<file path="config.mk">
export PLATFORM = sky130hd
export DESIGN_NAME = pwm_demod
export DESIGN_NICKNAME = d
export VERILOG_FILES = /design/src/rtl/pwm_demod_pkg.sv /design/src/rtl/pwm_avg_ring.sv /design/src/rtl/pwm_demod.sv
export SDC_FILE = /design/constraint.sdc
export NUM_CORES = 1
export LEC_CHECK = 0
export CAP_MARGIN = 20
export CORE_UTILIZATION = 65
export CTS_BUF_LIST = sky130_fd_sc_hd__clkbuf_2 sky130_fd_sc_hd__clkbuf_4 sky130_fd_sc_hd__clkbuf_8
export DETAILED_ROUTE_END_ITERATION = 7
export PLACE_DENSITY = 0.85
export SYNTH_ARGS = -nofsm -noshare
export SYNTH_HDL_FRONTEND = slang
export SYNTH_SLANG_ARGS = --single-unit
</file>
<file path="constraint.sdc">
create_clock -name clk_100m -period 7.7 [get_ports clk_100m]
set_clock_uncertainty 0.1 [all_clocks]
set_input_delay 0.77 -clock clk_100m [delete_from_list [all_inputs] [get_ports clk_100m]]
set_output_delay 0.77 -clock clk_100m [all_outputs]
set_load 0.02 [all_outputs]
</file>
<file path="src/rtl/pwm_demod_pkg.sv">
// Shared constants and state encoding for the PWM demodulator.
// Build option: PWM_DEMOD_SIGNED_EN selects two's-complement sample output.
package pwm_demod_pkg;

  localparam int CNT_W_DEF    = 8;
  localparam int AVG_LOG2_DEF = 2;
  localparam int WIN_LEN      = 1 << CNT_W_DEF;

  localparam logic [7:0] SAT_MAX = 8'd255;

  typedef enum logic [1:0] {
    IDLE = 2'd0,
    FILL = 2'd1,
    RUN  = 2'd2
  } state_t;

endpackage

</file>
<file path="src/rtl/pwm_avg_ring.sv">
// Boxcar ring of per-window duty values with a running sum; one push per window.
// Sum updates the clock after push; clear has priority over push.
module pwm_avg_ring #(
  parameter int DW       = 9,
  parameter int AVG_LOG2 = 2
) (
  input  logic                   clk_100m,
  input  logic                   rst_n,
  input  logic                   clear,
  input  logic                   push,
  input  logic [DW-1:0]          duty,
  output logic [DW+AVG_LOG2-1:0] sum,
  output logic                   filled
);

  localparam int DEPTH = 1 << AVG_LOG2;
  localparam int SUM_W = DW + AVG_LOG2;
  localparam logic [AVG_LOG2:0]   FULL    = (AVG_LOG2 + 1)'(DEPTH);
  localparam logic [AVG_LOG2:0]   CNT_ONE = (AVG_LOG2 + 1)'(1);
  localparam logic [AVG_LOG2-1:0] PTR_ONE = AVG_LOG2'(1);

  logic [DW-1:0]       ring [DEPTH];
  logic [AVG_LOG2-1:0] wr_ptr;
  logic [AVG_LOG2:0]   fill_cnt;

  always_ff @(posedge clk_100m or negedge rst_n) begin
    if (!rst_n) begin
      for (int i = 0; i < DEPTH; i++) ring[i] <= '0;
      wr_ptr   <= '0;
      sum      <= '0;
      fill_cnt <= '0;
    end else if (clear) begin
      for (int i = 0; i < DEPTH; i++) ring[i] <= '0;
      wr_ptr   <= '0;
      sum      <= '0;
      fill_cnt <= '0;
    end else if (push) begin
      ring[wr_ptr] <= duty;
      wr_ptr       <= wr_ptr + PTR_ONE;
      // Oldest slot leaves as the new window enters; the width holds DEPTH full windows.
      sum          <= sum + SUM_W'(duty) - SUM_W'(ring[wr_ptr]);
      if (fill_cnt != FULL) fill_cnt <= fill_cnt + CNT_ONE;
    end
  end

  assign filled = (fill_cnt == FULL);

endmodule

</file>
<file path="src/rtl/pwm_demod.sv">
// Recovers the modulating sample from a PWM stream: per-window high count, boxcar average, strobe.
// Strobe 2 clocks after the last pwm_q of a window is counted; no backpressure. Option: PWM_DEMOD_SIGNED_EN.
module pwm_demod
  import pwm_demod_pkg::*;
#(
  parameter int CNT_W    = CNT_W_DEF,
  parameter int AVG_LOG2 = AVG_LOG2_DEF
) (
  input  logic             clk_100m,
  input  logic             rst_n,
  input  logic             en_i,
  input  logic             sync_i,
  input  logic             pwm_i,
  output logic [7:0]       sample_o,
  output logic             sample_vld_o,
  output logic [CNT_W:0]   duty_o,
  output logic             filled_o
);

  localparam int SUM_W = CNT_W + 1 + AVG_LOG2;
  localparam logic [CNT_W-1:0] WIN_MAX = '1;
  localparam logic [CNT_W-1:0] WIN_ONE = CNT_W'(1);

  state_t           state;
  logic             pwm_q;
  logic [CNT_W-1:0] win_cnt;
  logic [CNT_W:0]   high_cnt;
  logic [CNT_W:0]   pwm_ext;
  logic             push;
  logic [CNT_W:0]   duty_q;
  logic             avg_go;
  logic [SUM_W-1:0] sum;
  logic [SUM_W-1:0] avg;
  logic             filled;
  logic [7:0]       avg_sat;
  logic [7:0]       out_val;

  assign pwm_ext = {{CNT_W{1'b0}}, pwm_q};

  pwm_avg_ring #(
    .DW       (CNT_W + 1),
    .AVG_LOG2 (AVG_LOG2)
  ) u_ring (
    .clk_100m (clk_100m),
    .rst_n    (rst_n),
    .clear    (!en_i),
    .push     (push),
    .duty     (duty_q),
    .sum      (sum),
    .filled   (filled)
  );

  // Only a full-high window (2^CNT_W) exceeds the 8-bit range.
  always_comb begin
    avg     = sum >> AVG_LOG2;
    avg_sat = (avg > SUM_W'(SAT_MAX)) ? SAT_MAX : avg[7:0];
`ifdef PWM_DEMOD_SIGNED_EN
    out_val = {~avg_sat[7], avg_sat[6:0]};
`else
    out_val = avg_sat;
`endif
  end

  always_ff @(posedge clk_100m or negedge rst_n) begin
    if (!rst_n) begin
      state        <= IDLE;
      pwm_q        <= 1'b0;
      win_cnt      <= '0;
      high_cnt     <= '0;
      push         <= 1'b0;
      duty_q       <= '0;
      avg_go       <= 1'b0;
      duty_o       <= '0;
      sample_o     <= '0;
      sample_vld_o <= 1'b0;
      filled_o     <= 1'b0;
    end else begin
      pwm_q        <= pwm_i;
      push         <= 1'b0;
      avg_go       <= 1'b0;
      sample_vld_o <= 1'b0;
      if (!en_i) begin
        state    <= IDLE;
        win_cnt  <= '0;
        high_cnt <= '0;
        filled_o <= 1'b0;
      end else begin
        case (state)
          IDLE:    state <= FILL;
          FILL:    if (avg_go && filled) state <= RUN;
          RUN:     state <= RUN;
          default: state <= IDLE;
        endcase

        if (state != IDLE) begin
          // A sync restarts the window and throws away the partial count.
          if (sync_i) begin
            win_cnt  <= '0;
            high_cnt <= '0;
          end else begin
            win_cnt <= win_cnt + WIN_ONE;
            if (win_cnt == WIN_MAX) begin
              high_cnt <= '0;
              duty_q   <= high_cnt + pwm_ext;
              push     <= 1'b1;
            end else begin
              high_cnt <= high_cnt + pwm_ext;
            end
          end
        end

        if (push) duty_o <= duty_q;
        avg_go <= push;

        if (avg_go && filled) begin
          sample_o     <= out_val;
          sample_vld_o <= 1'b1;
          filled_o     <= 1'b1;
        end
      end
    end
  end

endmodule

</file>
Word-level counts from Yosys, hierarchy flattened
Index checks and enable logic that the tools add are counted.

word-level totals
  bits in registers = 102
  input bits = 5
  output and inout port bits = 19
  word-level logic and storage cells = 82

cells by class
  add/sub/neg operators = 6
  magnitude comparators = 3
  equality and inequality tests = 10
  muxes and demuxes = 35
  bitwise gates (word level) = 2
  reductions and logical operators = 8

operators by type and width
  operator                                                                 number
  36-bit two-way mux                                                       2
  9-bit two-way mux                                                        7
  36-bit bitwise mux                                                       1
  8-bit two-way mux                                                        4
  11-bit two-way mux                                                       2
  9-bit binary-select mux with 2-bit select                                1
  9-bit demux with 2-bit select                                            1
  11-bit by 9-bit adder with 11-bit output                                 1
  11-bit by 9-bit subtractor with 11-bit output                            1
  9-bit by 1-bit adder with 9-bit output                                   1
  9-bit by 8-bit > comparator with 1-bit output, second input constant     1
  1-bit two-way mux                                                        9
  3-bit two-way mux                                                        3
  8-bit by 1-bit adder with 8-bit output, second input constant            1
  8-bit == test, second input constant                                     1
  2-bit two-way mux                                                        4
  2-bit by 1-bit inequality test with 1-bit output, second input constant  4
  3-bit inequality test, second input constant                             2
  2-bit case mux with 3 select lines                                       1
  2-bit AND reduction                                                      3
  4-bit AND reduction                                                      1
  3-bit by 1-bit adder with 3-bit output, second input constant            1
  3-bit == test, second input constant                                     1
  3-bit greater-or-equal comparator, second input constant                 1
  9 further kinds                                                          10

Logic depth before layout (Yosys ltp)
  depth after elaboration = 8
  mapped depth = 12
  mapped depth without buffers = 11

Cells and area by module
From an unflattened synthesis, not the netlist that was laid out.

second synthesis, totals
  cell total of the unflattened synthesis = 553
  area total of the unflattened synthesis = 5406.4 µm²

by module, submodules not included
  module        times used  cells each  area each (µm²)  sequential area each (µm²)
  pwm_avg_ring  1           348         3204.3           1301.2
  pwm_demod     1           205         2202.1           1251.2

Least setup slack after synthesis
Ideal clock, no wire load.

  path kind = register to register
  start point = register u_ring.wr_ptr[0]
  end point = register u_ring.sum[7]
  setup time = 131 ps
  arrival = 2985 ps
  required time = 7469 ps
  path slack = 4484 ps
  cell stages (with the launch flop) = 11
  buffers on the path = 1
  clock period less this slack = 3216 ps
  cells stage by stage = dfrtp_1 buf_2 mux4_2 fa_1 inv_1 ha_1 a211oi_2 o21ai_1 a21oi_1 nor3_1 or3_1

between the ends
  longest elaborated chain between the ends = 7

ends and longest elaborated chain
  element                                               RTL line            source
  from (decl)                                           pwm_avg_ring.sv:23  logic [AVG_LOG2-1:0] wr_ptr;
  from (signal assigned)                                pwm_avg_ring.sv:39  wr_ptr <= wr_ptr + PTR_ONE;
  2-bit NOT with 3-bit output (implied by the code)     pwm_avg_ring.sv:41  sum <= sum + SUM_W'(duty) - SUM_W'(ring[wr_ptr]);
  9-bit binary-select mux with 2-bit select             pwm_avg_ring.sv:41
  9-bit two-way mux (implied by the code) (2 in a row)  pwm_avg_ring.sv:41
  11-bit by 9-bit subtractor with 11-bit output         pwm_avg_ring.sv:41
  11-bit two-way mux                                    pwm_avg_ring.sv:37  end else if (push) begin
  11-bit two-way mux                                    pwm_avg_ring.sv:32  end else if (clear) begin
  to (signal assigned)                                  pwm_avg_ring.sv:41
  to (decl)                                             pwm_avg_ring.sv:12  output logic [DW+AVG_LOG2-1:0] sum,

Every way passes these cells. The select of a mux whose other input is x is not followed.
A chain may end at the register's enable or synchronous reset.

Worst setup path in the final report
  start point = register u_ring.wr_ptr[0]
  end point = register u_ring.sum[8]

The elaborated chain is that of the path after synthesis.

==> run_results.csv <==
group,metric,value,unit
global_routing,global_route.peak_usage_layer,"met2",
timing,actual_transition_at_the_worst_max_transition_pin,0.751,ns
global_routing,global_route_wire_length_before_repair,19700,µm
timing,setup_ws,4.02,ns
hold_path,hold_class,"in2async",
run_status,run_status,"finished clean",
global_routing,global_route.usage.total,0.293,
final_layout,final-instance-count-excl-fill,678,
final_layout,multi_input_comb_area,2650,µm²
drt,drt_antenna_net_count,0,
drt,route.vias.total,4183,
worst_setup_path,critical_path.endpoint_type,"register",
floorplanning,chipHeight,94.0,µm
logic_synthesis,yosysWarningCount,0,
floorplanning,io_pins,24,
clock_tree,htree_num_levels,3,
worst_setup_path,startpoint,"u_ring.wr_ptr[0]",
timing,timing.setup.tns,0,ns
clock_tree,clock_insertion_delay_worst_skew,0.37,ns
logic_synthesis,yosys.area.top_type_share,0.464,
timing,timing.max_slew.rel_slack,0.499,
power_and_ir_drop,vdd_drop_max,0.124,mV
logic_synthesis,cell_type_contributing_the_most_total_cell_area_after_synthesis,"dfrtp_1",
timing,slew_viol_final,0,
global_routing,gr-total-overflow,0,
global_routing,use_met1,0.373,
clock_tree,cts.reportedPaths.clkPinSlew,0.09,ns
timing,max_clock_freq,272,MHz
logic_synthesis,synthesis.instances,556,
global_routing,grt_use_met3,0.0469,
final_layout,most-common-layout-cells,"101 x dfrtp_1, 77 x nand2_1, 48 x inv_1, 43 x nand3_1, 37 x a21boi_0",
drt,drc,0,
final_layout,layout-drive-gt1-share,0.0820,
clock_tree,post-cts-setup-buffers,0,
drt,wirelength,11700,µm
logic_synthesis,synth.lib_cells_used.distinct,53,
worst_setup_path,critical_path.reg2reg.startpoint,"u_ring.wr_ptr[0]",
clock_tree,max-clock-path-buffers,2,
final_layout,antenna_cells_inserted,0,
logic_synthesis,postSynthNetCount,594,
floorplanning,fp.dieW,94.0,µm
global_routing,grtUsageMet2,0.492,
logic_synthesis,ys_async_sr_fraction,1.00,
logic_synthesis,mappedNetlistArea,5500,µm²
power_and_ir_drop,cellPowerDensity,173,nW/µm²
power_and_ir_drop,p_leak,2.64,nW
drt,wl_per_cell,17.3,µm
placed_design,pre_cts_slack,4.08,ns
clock_tree,postCtsResizedCells,0,
clock_tree,cts_tree,"yes",
final_layout,layout.area.seq,2550,µm²
clock_tree,cts_inserted_buffers,9,
timing,period_minus_slack,3.68,ns
drt,dr.first_iter.drc_count,270,
final_layout,layout-area-overhead-vs-synth,8.56,%
placed_design,placed_cells_incl_taps,662,
worst_setup_path,critPathLaunchType,"register",
drt,drt-vias-per-instance,6.17,
placed_design,gp_congestion,0.870,
worst_setup_path,cp_max_fo,13,
floorplanning,placeableCoreArea,8220,µm²
drt,detailedRoute.firstPassIterationCount,5,
floorplanning,start_util,0.669,
final_layout,fillers,605,
logic_synthesis,number_of_enable_type_register_cells_in_the_synthesized_netlist,0,
logic_synthesis,synth.area.top_cells,"dfrtp_1 46%, ha_1 5.5%, nand2_1 5.3%",
final_layout,most_frequent_standard_cell_in_the_layout_excluding_fill_and_tap_cells,"dfrtp_1",
timing,hold_viol,0,
worst_setup_path,crit_arrival,3.87,ns
floorplanning,rows,33,
flow_run,max-cap-violations,0,
logic_synthesis,ys.flop_type,"dfrtp_1",
global_routing,grt_pass1_vias,4142,
clock_tree,clock-sinks,102,
clock_tree,holdBufCountCts,0,
timing,setup_violations,0,
logic_synthesis,ys_seq_area_frac,0.464,
global_routing,grt_start_max_net_pins,65,
clock_tree,clk_root_buf,"clkbuf_8",
worst_setup_path,critical_path_required,7.89,ns
final_layout,design.final.nets,606,
global_routing,grt_antenna_before_repair,0,
worst_setup_path,critPathKind,"reg2reg",
timing,unrepaired_setup_endpoints_after_global_routing,"no",
floorplanning,die-area,8830,µm²
logic_synthesis,yosys_register_bits,102,
placed_design,place_hpwl,8090,µm
placed_design,place.port_buffers,23,
logic_synthesis,synth_area_per_cell,9.89,µm²
timing,period_share,0.478,
cell type report:
| cell class | count | share of cell area |
|---|---|---|
| Clock buffer | 12 | 0.0256 |
| Clock inverter | 4 | 0.00922 |
| Inverter | 48 | 0.0302 |
| Multi-Input combinational cell | 381 | 0.444 |
| Sequential cell | 102 | 0.428 |
| Tap cell | 105 | 0.0220 |
| Timing Repair Buffer | 26 | 0.0411 |
metrics by stage:
step / hold WS, ns / total power, W / instance area [µm²] / utilization
floorplan: 0.374 / 0.000648 / 5500 / -
global placement: 0.364 / 0.000682 / 5760 / 0.701
detailed placement: 0.370 / 0.000691 / 5760 / 0.701
CTS: 0.297 / 0.00104 / 5970 / 0.726
global route: 0.324 / 0.00108 / 5970 / 0.726
finish: 0.279 / 0.00103 / 5970 / 0.726
registers in the layout (all words and copies together), names as in the netlist:
name and flops:
sample_o 8, u_ring.sum 11, avg_go 1, sample_vld_o 1, win_cnt 8, u_ring.ring 36
duty_q 9, duty_o 9, filled_o 1, u_ring.fill_cnt 3, pwm_q 1, state 2
high_cnt 9, push 1, u_ring.wr_ptr 2
where the power goes:
group | internal, W | switching (W)
Clock | 0.000168 | 0.000185
Combinational | 0.0000442 | 0.0000801
Sequential | 0.000546 | 0.00000994
Total | 0.000759 | 0.000275
logic make-up after synthesis:
group | synth area share
simple gates | 0.174
compound gates | 0.143
flops | 0.464
buf+inv | 0.0537
fa+ha+maj | 0.0874
mux | 0.0546
xor+xnor | 0.0223
critical path, cell delays in order, from the launching register on:
cell	delay (ns)
dfrtp_1	0.82
mux4_2	0.59
ha_1	0.29
inv_1	0.06
ha_1	0.20
inv_1	0.07
fa_1	0.41
nand2b_1	0.18
a21oi_1	0.27
o21ai_0	0.18
or3_1	0.34
o211ai_1	0.09
per-layer routing:
| metal | share of wire | vias up |
|---|---|---|
| met5 | 0 | - |
| met4 | 0.029 | 0 |
| met3 | 0.050 | 30 |
| met2 | 0.50 | 159 |
| met1 | 0.42 | 2066 |
| li1 | - | 1928 |
path summary, 6_finish.rpt:
kind	slack, ns	depth (start not counted)	endpoint
min in group clk_100m	0.39	2	duty_o[7]
min	0.28	1	u_ring.fill_cnt[2]
min reg2reg	0.39	2	duty_o[7]
max	4.02	11	u_ring.sum[8]
max in group asynchronous	6.06	2	duty_q[3]
max reg2reg	4.02	11	u_ring.sum[8]
cells in the mapped netlist (2+ instances only):
cell type    n
o22a_1       3
a31oi_1      8
o211a_1      2
a21boi_0    37
o21ai_1      3
a21o_1       2
nor3b_1      2
inv_1       48
ha_1        24
nor2_2       2
mux2_2       2
and3_1       5
nand3_1     43
buf_2       10
nor3_1       2
nand2_2      3
and2_1       6
o21ai_0     30
dfrtp_1    102
o32a_1       3
nand3_2      2
nor2_1      28
clkbuf_1    13
fa_1         9
mux2i_1      6
o311ai_0     4
nand4_1      7
xnor2_1      6
a21oi_1     14
a22o_1       2
nand2b_1     3
mux4_2       9
xor2_1       8
nand2_1     77
or3_1        4
nor2b_1     10
(Power assumes the default switching activity.)
==> RTL edit, RTL diff (same flow settings) <==
The package constant `AVG_LOG2_DEF` goes from 2 to 3.
--- a/src/rtl/pwm_demod_pkg.sv
+++ b/src/rtl/pwm_demod_pkg.sv
@@ -4,5 +4,5 @@
 
   localparam int CNT_W_DEF    = 8;
-  localparam int AVG_LOG2_DEF = 2;
+  localparam int AVG_LOG2_DEF = 3;
   localparam int WIN_LEN      = 1 << CNT_W_DEF;
 
Check against the original RTL: no difference found for any inputs over 10 cycles, from zero or initial values and one cycle with rst_n low; that may be too few to reach the edited logic, so the function may still have changed.
==> RTL edit against the unedited design <==
  * Cell area rose by 37%
  * Die area rose by 35%
  * Setup slack lost 0.21 ns
  * Sequential cell count rose by 39
  * Synthesized area rose by 36%
  * Sequential share of layout area is 0.46 points higher
  * Routed wire length is 49% higher
  * Combinational power rose by 6%
  * Final cell count rose by 39%
  * Power is 47% higher
  * Critical path type unchanged
==> RTL edit: results (changes against the unedited design) <==
\begin{tabular}{lr}
\hline
Metric & Value \\
\hline
\multicolumn{2}{l}{\textbf{Yosys}} \\
Top cells by count, synth & 201 x sky130\_fd\_sc\_hd\_\_nand2\_1, 141 x sky130\_fd\_sc\_hd\_\_dfrtp\_1, 73 x sky130\_fd\_sc\_hd\_\_a21boi\_0, 45 x sky130\_fd\_sc\_hd\_\_inv\_1, 35 x sky130\_fd\_sc\_hd\_\_o21ai\_0 \\
Sequential-to-total area share from yosys stat & 47.3\% (+0.83 points) \\
Biggest area contributors in the synthesized netlist & sky130\_fd\_sc\_hd\_\_dfrtp\_1 47\%, sky130\_fd\_sc\_hd\_\_nand2\_1 10\%, sky130\_fd\_sc\_hd\_\_a21boi\_0 7.3\% \\
Synthesized instance count & 778 (+40\%) \\
Post-synth cell types & 55 (+3.8\%) \\
\multicolumn{2}{l}{\textbf{Final layout}} \\
Buffers excl. clock & 28 (+7.7\%) \\
Total of clock buffers placed in the layout & 20 (+8) \\
Biggest regs & u\_ring.ring (72), u\_ring.sum (12) \\
Multi-input logic cell count & 553 (+45\%) \\
Most common cell after layout, fill and taps aside & sky130\_fd\_sc\_hd\_\_nand2\_1 \\
Fill cell instance count of the final layout & 748 (+24\%) \\
Area of all sequential standard cells & 0.00353 mm\^{}2 (+38\%) \\
Number of signal-net inverters in the final layout & 46 (-4.2\%) \\
Clock buffers and inverters, area share & 5.12\% (+1.6 points) \\
\multicolumn{2}{l}{\textbf{GRT}} \\
Vias in the first global route & 5683 (+37\%) \\
Maximum number of pins on one net before global-route repair & 97 (+49\%) \\
Global-route wire length before repair & 28400 um (+45\%) \\
GRT Total Usage & 32.4\% (+3.1 points) \\
\multicolumn{2}{l}{\textbf{Critical path}} \\
Largest stage delay on the critical path & 0.58 ns (-0.24 ns) \\
Largest driver fanout on the critical path & 24 (+11) \\
Reg2Reg Setup Slack & 3.81 ns (-0.21 ns) \\
\multicolumn{2}{l}{\textbf{Route}} \\
Per-cell via count in the routed design & 6.17 (about the same) \\
Detailed-router iteration count before antenna repair & 8 (+3) \\
Routed len/inst & 18.6 um (+7.4\%) \\
Starting DRC count in detailed routing & 644 (+140\%) \\
Met2 Routed Length & 8480 um (+46\%) \\
\multicolumn{2}{l}{\textbf{Placed design}} \\
Number of placed instances with taps included & 908 (+37\%) \\
Placement Setup Slack & 3.88 ns (-0.202 ns) \\
\multicolumn{2}{l}{\textbf{Clocking}} \\
Num CTS Buffers & 17 (+8) \\
Insertion delay of the later-clocked pin in the worst-skew pair & 0.46 ns (+0.09 ns) \\
\multicolumn{2}{l}{\textbf{Outcome}} \\
Result of the run & completed \\
\multicolumn{2}{l}{\textbf{Power and ir drop}} \\
Switching power as a share of total power & 24.9\% (-1.7 points) \\
Clock share of power & 41.1\% (+6.9 points) \\
\hline
\end{tabular}
RTL edit: per-stage QoR:
step	total power [mW]	cell area (um^2)	hold slack, ns
final	1.52	8160	0.289
after detailed placement	0.908	7740	0.371
after global placement	0.900	7740	0.365
after CTS	1.52	8160	0.296
after floorplan	0.863	7470	0.350
after global routing	1.57	8160	0.341
RTL edit: kinds of logic (layout without fill, tap and decap cells):
family | after synthesis | after routing | share of synthesized area (%)
XOR/XNOR | 22 | 22 | 2.58
multiplexers | 32 | 32 | 6.28
adder cells (fa/ha/maj) | 32 | 32 | 6.27
flip-flops | 141 | 141 | 47.3
AO/OA/AOI/OAI | 171 | 171 | 15.8
AND/OR/NAND/NOR | 296 | 296 | 17.3
buffers and inverters | 84 | 106 | 4.54
RTL edit: how the worst max path moves through the flow:
stage / from / endpoint / slack [ns] / depth (start not counted)
floorplan: u_ring.wr_ptr[2] / u_ring.sum[9] / 4.37 / 11
global placement: u_ring.wr_ptr[0] / u_ring.sum[9] / 3.98 / 14
detailed placement: u_ring.wr_ptr[0] / u_ring.sum[9] / 3.88 / 14
CTS: u_ring.wr_ptr[0] / u_ring.sum[9] / 3.87 / 14
global route: u_ring.wr_ptr[0] / u_ring.sum[9] / 3.55 / 14
finish: u_ring.wr_ptr[0] / u_ring.sum[9] / 3.81 / 14
RTL edit: metal layers:
| metal | vias to the layer above | global-route usage, % |
|---|---|---|
| met5 | - | 0 |
| met4 | 0 | 15.0 |
| met3 | 40 | 7.89 |
| met2 | 281 | 50.7 |
| met1 | 2830 | 42.7 |
| li1 | 2645 | - |
